[config.mk]
export PLATFORM = sky130hd
export DESIGN_NAME = ps2_rx_fifo_flat
export DESIGN_NICKNAME = d
export VERILOG_FILES = /design/src/rtl/ps2_rx_fifo_if.sv /design/src/rtl/ps2_rx_fifo.sv /design/src/flat_wrapper.sv
export SDC_FILE = /design/constraint.sdc
export NUM_CORES = 1
export LEC_CHECK = 0
export BUFFER_PORTS_ARGS = -buffer_cell sky130_fd_sc_hd__buf_2
export CORE_MARGIN = 2
export CORE_UTILIZATION = 30
export CTS_CLUSTER_DIAMETER = 40
export DETAILED_ROUTE_END_ITERATION = 8
export GPL_TIMING_DRIVEN = 0
export PLACE_DENSITY_LB_ADDON = 0.3
export RECOVER_POWER = 25
export SYNTH_ARGS = -nofsm -noshare
export SYNTH_HDL_FRONTEND = slang
export SYNTH_SLANG_ARGS = --single-unit
[constraint.sdc]
create_clock -name clk -period 5.1 [get_ports clk]
set_clock_uncertainty 0.05 [all_clocks]
set_input_delay 0.255 -clock clk [delete_from_list [all_inputs] [get_ports clk]]
set_output_delay 0.255 -clock clk [all_outputs]
set_load 0.02 [all_outputs]
[src/rtl/ps2_rx_fifo_if.sv]
// Consumer-side bus of the PS/2 receiver: scan-code FIFO read handshake plus status.
//   rd_data   : head byte of the FIFO
//   rd_valid  : FIFO non-empty
//   rd_ready  : consumer takes the head byte this cycle
//   ovf_clr   : clears the sticky overflow flag
//   overflow  : sticky, a good frame was dropped because the FIFO was full
//   frame_err : one-cycle pulse on a completed frame with bad parity or stop
//   count     : FIFO occupancy
interface ps2_rx_fifo_if #(
    parameter int unsigned FIFO_AW = 3
);
    logic [7:0]       rd_data;
    logic             rd_valid;
    logic             rd_ready;
    logic             ovf_clr;
    logic             overflow;
    logic             frame_err;
    logic [FIFO_AW:0] count;

    // Receiver side
    modport master (
        output rd_data, rd_valid, overflow, frame_err, count,
        input  rd_ready, ovf_clr
    );

    // Consumer side
    modport slave (
        input  rd_data, rd_valid, overflow, frame_err, count,
        output rd_ready, ovf_clr
    );
endinterface

[src/rtl/ps2_rx_fifo.sv]
// PS/2 device-to-host receiver: synchronises the raw pins, deframes 11-bit frames
// (start, 8 data LSB first, odd parity, stop), and buffers good bytes in a FIFO.
//   clk, rst  : system clock, asynchronous active-high reset
//   ps2_clk   : raw PS/2 clock pin (asynchronous)
//   ps2_data  : raw PS/2 data pin (asynchronous)
//   bus       : FIFO read handshake and status (see ps2_rx_fifo_if)
module ps2_rx_fifo #(
    parameter int unsigned FIFO_AW = 3,
    parameter logic [15:0] TIMEOUT = 16'd50000
) (
    input  logic          clk,
    input  logic          rst,
    input  logic          ps2_clk,
    input  logic          ps2_data,
    ps2_rx_fifo_if.master bus
);
    localparam int unsigned DEPTH = 1 << FIFO_AW;
    localparam int unsigned PW    = FIFO_AW + 1;

    // Pin synchronisers; idle-high so reset values match an idle bus
    logic clk_s1, clk_s2, clk_hist;
    logic dat_s1, dat_s2;

    always_ff @(posedge clk or posedge rst) begin
        if (rst) begin
            clk_s1   <= 1'b1;
            clk_s2   <= 1'b1;
            clk_hist <= 1'b1;
            dat_s1   <= 1'b1;
            dat_s2   <= 1'b1;
        end else begin
            clk_s1   <= ps2_clk;
            clk_s2   <= clk_s1;
            clk_hist <= clk_s2;
            dat_s1   <= ps2_data;
            dat_s2   <= dat_s1;
        end
    end

    logic fall;
    assign fall = clk_hist & ~clk_s2;

    // Deframer state
    logic [3:0]  bit_cnt;
    logic [7:0]  shreg;
    logic        par_bit;
    logic [15:0] to_cnt;

    // Stop-bit edge: shreg and par_bit already hold the whole frame
    logic done, good;
    assign done = fall && (bit_cnt == 4'd10);
    assign good = (^{shreg, par_bit}) & dat_s2;

    always_ff @(posedge clk or posedge rst) begin
        if (rst) begin
            bit_cnt <= 4'd0;
            shreg   <= 8'd0;
            par_bit <= 1'b0;
            to_cnt  <= 16'd0;
        end else if (fall) begin
            to_cnt <= 16'd0;
            case (bit_cnt)
                4'd0: if (!dat_s2) bit_cnt <= 4'd1;  // a high "start" is noise: stay put
                4'd1, 4'd2, 4'd3, 4'd4, 4'd5, 4'd6, 4'd7, 4'd8: begin
                    shreg   <= {dat_s2, shreg[7:1]};
                    bit_cnt <= bit_cnt + 4'd1;
                end
                4'd9: begin
                    par_bit <= dat_s2;
                    bit_cnt <= 4'd10;
                end
                default: bit_cnt <= 4'd0;
            endcase
        end else if (bit_cnt != 4'd0) begin
            // Abandon a stalled partial frame without flagging an error
            if (to_cnt == TIMEOUT) begin
                bit_cnt <= 4'd0;
                to_cnt  <= 16'd0;
            end else begin
                to_cnt <= to_cnt + 16'd1;
            end
        end else begin
            to_cnt <= 16'd0;
        end
    end

    // FIFO with one extra pointer bit to tell full from empty
    logic [7:0]    mem [DEPTH];
    logic [PW-1:0] wr_ptr, rd_ptr;
    logic          full, empty, push, pop, ovf_set;
    logic          overflow_q, frame_err_q;

    assign empty   = (wr_ptr == rd_ptr);
    assign full    = (wr_ptr[FIFO_AW] != rd_ptr[FIFO_AW]) &&
                     (wr_ptr[FIFO_AW-1:0] == rd_ptr[FIFO_AW-1:0]);
    assign pop     = ~empty & bus.rd_ready;
    // A pop in the same cycle frees the slot a full FIFO needs
    assign push    = done & good & (~full | pop);
    assign ovf_set = done & good & full & ~pop;

    always_ff @(posedge clk or posedge rst) begin
        if (rst) begin
            wr_ptr      <= '0;
            rd_ptr      <= '0;
            overflow_q  <= 1'b0;
            frame_err_q <= 1'b0;
            for (int i = 0; i < int'(DEPTH); i++) mem[i] <= 8'd0;
        end else begin
            frame_err_q <= done & ~good;
            if (push) begin
                mem[wr_ptr[FIFO_AW-1:0]] <= shreg;
                wr_ptr <= wr_ptr + PW'(1);
            end
            if (pop) rd_ptr <= rd_ptr + PW'(1);
            // Set has priority over clear
            if (ovf_set)          overflow_q <= 1'b1;
            else if (bus.ovf_clr) overflow_q <= 1'b0;
        end
    end

    assign bus.rd_data   = mem[rd_ptr[FIFO_AW-1:0]];
    assign bus.rd_valid  = ~empty;
    assign bus.count     = wr_ptr - rd_ptr;
    assign bus.overflow  = overflow_q;
    assign bus.frame_err = frame_err_q;
endmodule

[src/flat_wrapper.sv]
// flat-port wrapper written by rule: the top's interface ports become plain ports
module ps2_rx_fifo_flat 
#(
    parameter int unsigned FIFO_AW = 3,
    parameter logic [15:0] TIMEOUT = 16'd50000
)
  (clk, rst, ps2_clk, ps2_data, bus_rd_data, bus_rd_valid, bus_overflow, bus_frame_err, bus_count, bus_rd_ready, bus_ovf_clr);
  ps2_rx_fifo_if #(.FIFO_AW(FIFO_AW)) bus_i ();
  input  logic clk;
  input  logic rst;
  input  logic ps2_clk;
  input  logic ps2_data;
  output wire logic [$bits(bus_i.rd_data)-1:0] bus_rd_data;
  output wire logic [$bits(bus_i.rd_valid)-1:0] bus_rd_valid;
  output wire logic [$bits(bus_i.overflow)-1:0] bus_overflow;
  output wire logic [$bits(bus_i.frame_err)-1:0] bus_frame_err;
  output wire logic [$bits(bus_i.count)-1:0] bus_count;
  input wire logic [$bits(bus_i.rd_ready)-1:0] bus_rd_ready;
  input wire logic [$bits(bus_i.ovf_clr)-1:0] bus_ovf_clr;
  assign bus_rd_data = bus_i.rd_data;
  assign bus_rd_valid = bus_i.rd_valid;
  assign bus_overflow = bus_i.overflow;
  assign bus_frame_err = bus_i.frame_err;
  assign bus_count = bus_i.count;
  assign bus_i.rd_ready = bus_rd_ready;
  assign bus_i.ovf_clr = bus_ovf_clr;
  ps2_rx_fifo #(.FIFO_AW(FIFO_AW), .TIMEOUT(TIMEOUT)) u_core (.clk(clk), .rst(rst), .ps2_clk(ps2_clk), .ps2_data(ps2_data), .bus(bus_i));
endmodule
==> impl_results.md, run 1 <==
* Final Util at 0.347
* Worst-margin pin slew at ~2.6 ns
* Fillers at between 1.5k and 2k
* Setup WS post-layout at 1.16 ns
* Share of cells above drive strength 1 at 0.365
* Slew margin rel. at -0.719
* Final layout net count at ~450
* Chip Height at 136 um
* CTS max path bufs at 2
* Crit-path max FO at 10
* Status: finished, violations left
* RSZ-0062 raised after global routing: no
* Core Box Area at 17200 um2
* Worst setup EP type: flop
* CP endpoint: u_core.mem[2]$_DFFE_PP0P_
* Critical Path RT at approximately 5.3 ns
* Leakage power at around 0.0028 uW
* Largest net degree at the start of global routing at 56
* H-tree levels at 3
* Layout Area Growth over Synthesis at 13.5%
* PortBufs at 20
* Row cnt at 48
* Synth Instances at 397
* Total congestion overflow at 0
* Starting Density at 0.306
* Syn nets at around 420
* Max incr delay on CP at about 0.75 ns
* Final Slew Violations at 55
* First-pass GRT wire length at approximately 17 mm
* Register-to-Register Setup Slack at ~1.2 ns
* Tmin final at roughly 4 ns
* # IOs at 21
* Most common cell after layout, fill and taps aside: dfrtp_1
* Clock sinks at 108
* Worst reg2reg endpoint: u_core.mem[2]$_DFFE_PP0P_
* Commonest cells after routing, fill and taps aside: dfrtp_1, mux2_2, nand2_1, buf_2, nor2_1
* CTS tree: built
* CP cell instances: clkbuf_1 > buf_1 > inv_1 > ha_1 > nand3_1 > or3_2 > nand4_1 > nor4_4 > mux2_2
* CP startpoint kind: flop
* Final setup violation count at 0
* Final Hold Violating Endpoints at 0
* Seq/Total Area, Yosys at 0.516
* YS warnings at 0
* Drt drc at 0
* Syn Area/Cell at 13.2 um2
* Drt total wl at between 10 and 15 mm
* Failing checks: max-capacitance violations, max-slew violations
* Via count at ~3.1k
* Peak VDD IR at about 280 uV
* Worst Setup SP: u_core.rd_ptr[1]$_DFFE_PP0P_
* Clock transition at the registers of the reported paths at 0.07 ns
* # diodes at 0
* Setup_tns at 0 ns
* Drt pass-1 iters at 4
* Initial antenna violation count at 0
* Hold crit path type: in -> reg
* Die X at roughly 140 um
* Pre-CTS WS at roughly 1.1 ns
* Synthesized area at roughly 5300 um2
* Antenna Nets Post-Route at 0
* HP Start: bus_ovf_clr
* CTS root buf: clkbuf_16
* Post-cts gate resize count at 0
* Period utilisation layout at 0.772
* # Max-Cap Violations at 1
* Yosys cell types at 48
* R2r startpoint: u_core.rd_ptr[1]$_DFFE_PP0P_
* Drt wl/cell at about 16 um
* Worst r2r path cells at 9
* Yosys reg bits at between 100 and 150
* Iteration-0 DRC Markers at 98
* Number of global-route vias before repair at between 3k and 4k
* CP max stage cell: nor4_4
* Fmax at ~250 MHz
* Crit path DAT at ~4.1 ns
* Final GP Congestion at 0.798
* Number of synthesized flops with an enable pin at 0
* PD cells at ~460 nW/um2
* Clock Latency Late Sink at approximately 0.35 ns
* Total CTS buffers at 9
* Dpl hpwl at approximately 7.2 mm
* Die footprint at 18600 um2
* GRT Resource Usage Total at 0.119
* Vias per cell at approximately 4.7
* Fraction of registers with async set/reset at 1.00
* Synth Flop Type: dfrtp_1
* Worst setup path class: reg -> reg
==> metal layers <==
metal  wire, um  global-route usage  vias to the layer above
met5          0                   0                        -
met4        186              0.0469                        0
met3        183              0.0257                       11
met2       5290               0.202                       30
met1       4600               0.147                     1633
li1           -                   -                     1465
==> cells by family after synthesis <==
logic type               after synthesis  share of synthesized area
AO/OA/AOI/OAI                         15                     0.0179
multiplexers                          90                      0.227
adder cells (fa/ha/maj)               12                     0.0300
buffers and inverters                 35                     0.0293
flip-flops                           108                      0.516
AND/OR/NAND/NOR                      106                      0.116
XOR/XNOR                              31                     0.0636
==> critical path, delay by kind of cell (launching register included) <==
family        cells  cell delay (ns)
mux               1             0.42
flops             1             0.40
buf+inv           3             1.21
fa+ha+maj         1             0.34
simple gates      4             1.39
==> synth_stat cells (all sizes together) (5+ instances only) <==
library cell | instances | share of area
a21oi | 6 | 0.0057
buf | 5 | 0.0048
xor2 | 17 | 0.030
nand3 | 13 | 0.014
nand2 | 39 | 0.028
mux2 | 74 | 0.16
xnor2 | 13 | 0.029
nand4 | 7 | 0.011
inv | 15 | 0.011
ha | 11 | 0.026
mux4 | 16 | 0.069
clkbuf | 14 | 0.013
dfstp | 5 | 0.025
nor2 | 17 | 0.012
dfrtp | 103 | 0.49
==> stage by stage <==
stage	hold slack, ns	cell area (um2)	instances	total power (uW)
floorplan	0.209	5250	397	1850
global placement	0.296	5630	642	2080
detailed placement	0.298	5660	643	2120
CTS	0.00171	5960	661	2790
global route	0.0306	5960	661	2910
finish	0.0359	5960	661	2750
==> power by group <==
part / leakage [uW] / internal [uW] / switching [uW]
Clock: 0.000132 / 346 / 315
Combinational: 0.00121 / 413 / 680
Sequential: 0.00147 / 928 / 65.0
==> flip-flops by register name (all words and copies together), names as in the netlist <==
signal                cells
u_core.dat_s1             1
u_core.to_cnt            16
u_core.bit_cnt            4
u_core.mem               64
u_core.bus.overflow       1
u_core.shreg              8
u_core.clk_s2             1
u_core.wr_ptr             4
u_core.dat_s2             1
u_core.clk_s1             1
u_core.bus.frame_err      1
u_core.rd_ptr             4
u_core.clk_hist           1
u_core.par_bit            1
==> how the worst min path moves through the flow <==
stage / to / cells after the start / slack (ns)
2_1_floorplan: u_core.clk_s1$_DFF_PP1_ / 0 / 0.21
3_3_place_gp: u_core.clk_s2$_DFF_PP1_ / 0 / 0.30
3_5_place_dp: u_core.clk_s2$_DFF_PP1_ / 0 / 0.30
4_1_cts: u_core.to_cnt[12]$_DFF_PP0_ / 2 / 0.002
5_1_grt: u_core.bus.overflow$_DFFE_PP0P_ / 2 / 0.03
6_report: u_core.bus.overflow$_DFFE_PP0P_ / 2 / 0.04
==> layout make-up <==
type                            count  area (um2)  area share
Timing Repair Buffer               23         148      0.0248
Sequential cell                   108        2710       0.454
Tap cell                          225         282      0.0472
Inverter                           16        61.3      0.0103
Clock buffer                       11         243      0.0407
Buffer                             19        93.8      0.0157
Clock inverter                      5        37.5     0.00630
Multi-Input combinational cell    254        2390       0.401
==> what timing repair did <==
action                    4_1_cts  5_1_grt
buffers inserted                0        0
hold buffers                    2        0
hold endpoints to repair        2        0
(Power assumes the default switching activity.)
==> run 2, diff against run 1 <==
- clock period: 5.1 -> 3.4 ns (I/O delays scaled with it)
==> run 2 against run 1 <==
- the run still ends with max-capacitance violations, max-slew violations left
- first-iteration DRC count up 22%
- cell area up 1.4%
- critical endpoint is now u_core.mem[31]$_DFFE_PP0P_
- count of clock-buffer cells in the layout unchanged
- cell count up 0.76%
- fmax up 21%
==> impl_results.md, run 2 (synthesis gave the netlist of run 1 again) <==
* Antenna Nets Post-Route at 0
* Total congestion overflow at 0
* Starting Density at 0.306
* Via count at between 3k and 4k
* Drt drc at 0
* Final GP Congestion at 0.798
* Drt total wl at ~10 mm
* Vias per cell at between 4 and 5
* Max incr delay on CP at roughly 0.50 ns
* Drt pass-1 iters at 4
* Seq pwr share at 0.359
* Max reg flops at 64
* Total net switching power at approximately 1600 uW
* Final Hold Violating Endpoints at 0
* Row cnt at between 40 and 50
* Most flop-heavy register: u_core.mem
* CTS root buf: clkbuf_16
* Fillers at between 1.5k and 2k
* Top Registers: u_core.mem (64), u_core.to_cnt (16), u_core.shreg (8)
* Sw Share at 0.388
* Initial antenna violation count at 0
* CP startpoint kind: flop
* Fmax at approximately 310 MHz
* First-pass GRT wire length at approximately 17 mm
* PD cells at 686 nW/um2
* CTS max path bufs at 2
* Failing checks: max-capacitance violations, max-slew violations
* Logic pwr share at 0.403
* Most common cell after layout, fill and taps aside: dfrtp_1
* Worst-margin pin slew at about 2.2 ns
* Final setup violation count at 0
* # diodes at 0
* Number of global-route vias before repair at ~3.3k
* Iteration-0 DRC Markers at 120
* Layout Area Growth over Synthesis at 15.2%
* Clock transition at the registers of the reported paths at roughly 0.070 ns
* Commonest cells after routing, fill and taps aside: dfrtp_1, mux2_2, nand2_1, buf_2, nor2_1
* PortBufs at 20
* Final layout net count at ~450
* Worst Setup SP: u_core.rd_ptr[1]$_DFFE_PP0P_
* Period utilisation layout at 0.953
* Crit path DAT at around 3.4 ns
* Worst setup EP type: flop
* Seq. cell area at around 2700 um2
* Worst path top cell family by delay: simple AND/OR/NAND/NOR gates
* Worst setup path class: reg -> reg
* Chip Height at between 100 and 150 um
* Clock sinks at 108
* Dpl hpwl at 7.24 mm
* RSZ-0062 raised after global routing: yes
* Crit-path max FO at 10
* # Max-Cap Violations at 1
* Status: finished, violations left
* WP buf/inv at 4
* Hold crit path type: in -> reg
* Setup WS post-layout at between 0.15 and 0.2 ns
* Share of cells above drive strength 1 at 0.365
* Pre-CTS WS at -0.629 ns
* Multi-input gate area at about 2400 um2
* CP cell instances: clkbuf_2 > clkbuf_4 > inv_1 > ha_1 > nand3_1 > or3_2 > and4_1 > clkbuf_1 > nand3_2 > mux2_2
* CP max stage cell: or3_2
* Clk pwr share at 0.238
* CTS tree: built
* H-tree levels at 3
* Pwr Total at ~4200 uW
* Peak VDD IR at between 400 and 500 uV
* Largest net degree at the start of global routing at between 50 and 60
* Final Slew Violations at between 50 and 60
* Critical Path RT at ~3.6 ns
* Core Box Area at 17200 um2
* R2r startpoint: u_core.rd_ptr[1]$_DFFE_PP0P_
* Clock Latency Late Sink at 0.35 ns
* HP Start: bus_rd_ready
* Die X at ~140 um
* GRT Resource Usage Total at 0.120
* Tmin final at between 3 and 4 ns
* Leakage power at roughly 0.0028 uW
* Die footprint at 18600 um2
* Drt wl/cell at 15.4 um
* # IOs at 21
* Cell Int Power at 2540 uW
* Slew margin rel. at -0.467
* Total CTS buffers at 9
## run 2: through the flow
| stage | instances | hold slack, ns | area, um2 | util | TNS (ns) |
|---|---|---|---|---|---|
| finish | 666 | 0.119 | 6050 | 0.352 | 0 |
| global route | 666 | 0.113 | 6050 | 0.352 | -0.239 |
| CTS | 665 | 0.101 | 6030 | 0.351 | 0 |
| detailed placement | 643 | 0.230 | 5660 | 0.330 | -28.30 |
| global placement | 642 | 0.225 | 5630 | 0.328 | -116.87 |
| floorplan | 397 | 0.124 | 5250 | - | 0 |
## run 2: layout make-up
type                       instances  share of cell area
tap                              225              0.0465
buffer                            19              0.0163
clock inverter                     5             0.00621
inverter                          16             0.00993
multi-input combinational        254               0.398
timing repair buffer              28              0.0352
clock buffer                      11              0.0401
sequential                       108               0.448
## run 2: repair_timing
action,CTS,global route
setup buffers,2,1
setup endpoints to repair,67,64
resized for setup,2,3
hold endpoints to repair,52,0
hold buffers,4,0
pin swaps,2,2
## run 2: power groups by stage
| stage | registers (uW) | clock network [uW] | logic [uW] |
|---|---|---|---|
| after CTS | 1490 | 1030 | 1680 |
| after floorplan | 1490 | 0 | 1290 |
| final | 1490 | 988 | 1670 |
| after detailed placement | 1520 | 0 | 1660 |
| after global placement | 1510 | 0 | 1620 |
| after global routing | 1510 | 1070 | 1820 |
## run 2: layer usage
| metal | global-route usage | up-vias | part of all wire |
|---|---|---|---|
| li1 | - | 1479 | - |
| met2 | 0.206 | 31 | 0.52 |
| met3 | 0.0257 | 11 | 0.020 |
| met5 | 0 | - | 0 |
| met1 | 0.147 | 1645 | 0.44 |
| met4 | 0.0469 | 0 | 0.018 |
## run 2: final timing paths
path                                              endpoint  slack, ns  cells after the start
min in group asynchronous      u_core.to_cnt[12]$_DFF_PP0_       1.05                      3
min                        u_core.bus.overflow$_DFFE_PP0P_       0.12                      3
max reg2reg                     u_core.mem[31]$_DFFE_PP0P_       0.16                     10
max in group asynchronous       u_core.mem[16]$_DFFE_PP0P_       0.98                      3
min reg2reg                        u_core.clk_s2$_DFF_PP1_       0.31                      0
max                             u_core.mem[31]$_DFFE_PP0P_       0.16                     10
## run 2: worst register-to-register path: stages, from the launching register on
cell      delay (ns)
dfrtp_1         0.40
clkbuf_2        0.30
clkbuf_4        0.31
inv_1           0.08
ha_1            0.30
nand3_1         0.09
or3_2           0.50
and4_1          0.21
clkbuf_1        0.23
nand3_2         0.30
mux2_2          0.38
==> run 3, diff against run 2 <==
==> constraint.sdc (replaced) <==
create_clock -name clk -period 3.4 [get_ports clk]
set_clock_uncertainty 0.05 [all_clocks]
set_input_delay 0.68 -clock clk [delete_from_list [all_inputs] [get_ports clk]]
set_output_delay 0.68 -clock clk [all_outputs]
set_load 0.02 [all_outputs]
==> run 3 against run 2 <==
- wire length up 2.3%
- critical endpoint is now u_core.mem[48]$_DFFE_PP0P_
- die area is the same
- critical path depth did not move
- sequential power barely moved
- fmax is 0.27% higher
- combinational power hardly changed
- sequential share of layout area down 0.28 points
- count of clock-buffer cells in the layout shrank 1
- sequential cell count unchanged
- non-clock buffer count is 1 lower
- the run still ends with max-capacitance violations, max-slew violations left
==> impl_results.md, run 3 (synthesis gave the netlist of run 1 again) <==
* Row cnt at 48
* Most common cell after layout, fill and taps aside: dfrtp_1
* Vias per cell at roughly 4.7
* Critical Path RT at between 3 and 4 ns
* Die X at 136 um
* Die footprint at between 15000 and 20000 um2
* Commonest cells after routing, fill and taps aside: dfrtp_1, mux2_2, nand2_1, buf_2, nor2_1
* Clock sinks at around 110
* H-tree levels at 3
* Starting Density at 0.306
* RSZ-0062 raised after global routing: no
* R2r startpoint: u_core.rd_ptr[1]$_DFFE_PP0P_
* CTS root buf: clkbuf_16
* Worst Setup SP: u_core.rd_ptr[1]$_DFFE_PP0P_
* Worst setup EP type: flop
* Core Box Area at around 17000 um2
* Crit path DAT at 3.41 ns
* Drt drc at 0
* Top Registers: u_core.mem (64), u_core.to_cnt (16), u_core.shreg (8)
* # Max-Cap Violations at 2
* Drt pass-1 iters at 4
* # hold bufs at CTS at 0
* Most flop-heavy register: u_core.mem
* Hold crit path type: reg -> reg
* Worst-margin pin slew at between 1.5 and 2 ns
* CP startpoint kind: flop
* Clock transition at the registers of the reported paths at ~0.070 ns
* Slew margin rel. at -0.280
* Leakage power at between 0.002 and 0.003 uW
* Placed instance area at between 5000 and 6000 um2
* Worst setup path class: reg -> reg
* Pre-CTS WS at -0.640 ns
* Drt wl/cell at 15.8 um
* Period utilisation layout at 0.950
* Setup WS post-layout at around 0.17 ns
* Peak VDD IR at roughly 400 uV
* Max reg flops at 64
* Tmin final at ~3.2 ns
* Finished Cell Area at 6090 um2
* Crit-path max FO at 10
* Largest net degree at the start of global routing at 37
* Final layout net count at around 450
* Fmax at between 300 and 400 MHz
* Iteration-0 DRC Markers at about 130
* Total CTS buffers at 9
* Drt total wl at 10.5 mm
* Status: finished, violations left
* Final setup violation count at 0
* Initial antenna violation count at 0
* Share of cells above drive strength 1 at 0.375
* Total congestion overflow at 0
* HP Start: u_core.clk_s1$_DFF_PP1_
* Antenna Nets Post-Route at 0
* Via count at approximately 3.1k
* Chip Height at between 100 and 150 um
* Layout Area Growth over Synthesis at 15.9%
* Number of global-route vias before repair at ~3.2k
* CTS tree: built
* # diodes at 0
* PD cells at between 700 and 800 nW/um2
* Dpl hpwl at about 7.3 mm
* GRT Resource Usage Total at 0.121
* Final GP Congestion at slightly below 0.8
* # IOs at 21
* Final Hold Violating Endpoints at 0
* Clock Latency Late Sink at between 0.3 and 0.4 ns
* Failing checks: max-capacitance violations, max-slew violations
* PortBufs at 20
* Final Slew Violations at 64
* CTS max path bufs at 2
* First-pass GRT wire length at roughly 17 mm
* Final Util at 0.354
[run 3: cell types whose count changed in the layout (fill, tap and decap cells not counted), moves of 2 or more]
cell | previous run | this run
bufinv_16 | 0 | 2
dlygate4sd3_1 | 4 | 0
inv_6 | 0 | 2
nand3_2 | 2 | 0
nand3_4 | 0 | 2
buf_12 | 2 | 4
clkinv_4 | 2 | 0
clkinvlp_4 | 2 | 0
[run 3: timing repair]
action	in CTS	in global routing
pin swaps	3	0
endpoints found under the setup margin	78	56
gates resized for setup	3	7
buffers inserted	4	0
[run 3: worst max-delay path, stage by stage, from the launching register on]
cell and delay (ns):
dfrtp_1 0.41, clkbuf_4 0.27, clkbuf_4 0.27, inv_1 0.08
ha_1 0.30, nand3_1 0.08, or3_2 0.51, and4_1 0.21
clkbuf_1 0.26, nand4_4 0.30, mux2_2 0.36
[run 3: through the flow]
| stage | total power, uW | instances | hold WS, ns | TNS, ns |
|---|---|---|---|---|
| CTS | 4310 | 665 | 0.306 | -0.342 |
| finish | 4310 | 665 | 0.308 | 0 |
| floorplan | 2780 | 397 | 0.295 | 0 |
| global route | 4560 | 665 | 0.317 | 0 |
| global placement | 3120 | 642 | 0.296 | -31.83 |
| detailed placement | 3170 | 645 | 0.299 | -33.98 |
[run 3: final cells by class]
cell class / instances / area (um2)
Sequential cell: 108 / 2710
Clock buffer: 10 / 229
Clock inverter: 6 / 87.6
Timing Repair Buffer: 27 / 194
Fill cell: 1709 / 11100
Inverter: 16 / 61.3
Tap cell: 225 / 282
Buffer: 19 / 103
Multi-Input combinational cell: 254 / 2420
[run 3: power by group]
part	total, uW	switching [uW]	internal [uW]
Sequential	1490	96.6	1390
Combinational	1690	1060	632
Clock	1130	479	649
[run 3: final timing paths]
kind,depth (start not counted),end,slack [ns]
setup / recovery,10,u_core.mem[48]$_DFFE_PP0P_,0.17
hold / removal,0,u_core.clk_s2$_DFF_PP1_,0.31
setup reg to reg,10,u_core.mem[48]$_DFFE_PP0P_,0.17
hold reg to reg,0,u_core.clk_s2$_DFF_PP1_,0.31
max in group asynchronous,3,u_core.wr_ptr[0]$_DFFE_PP0P_,0.71
min in group asynchronous,2,u_core.mem[35]$_DFFE_PP0P_,0.38
[run 3: per-layer routing]
layer  global-route usage  part of all wire  vias to the layer above
li1                     -                 -                     1466
met1                0.158              0.46                     1590
met2                0.198              0.50                       27
met3               0.0261             0.023                       10
met4               0.0469             0.016                        0
met5                    0                 0                        -
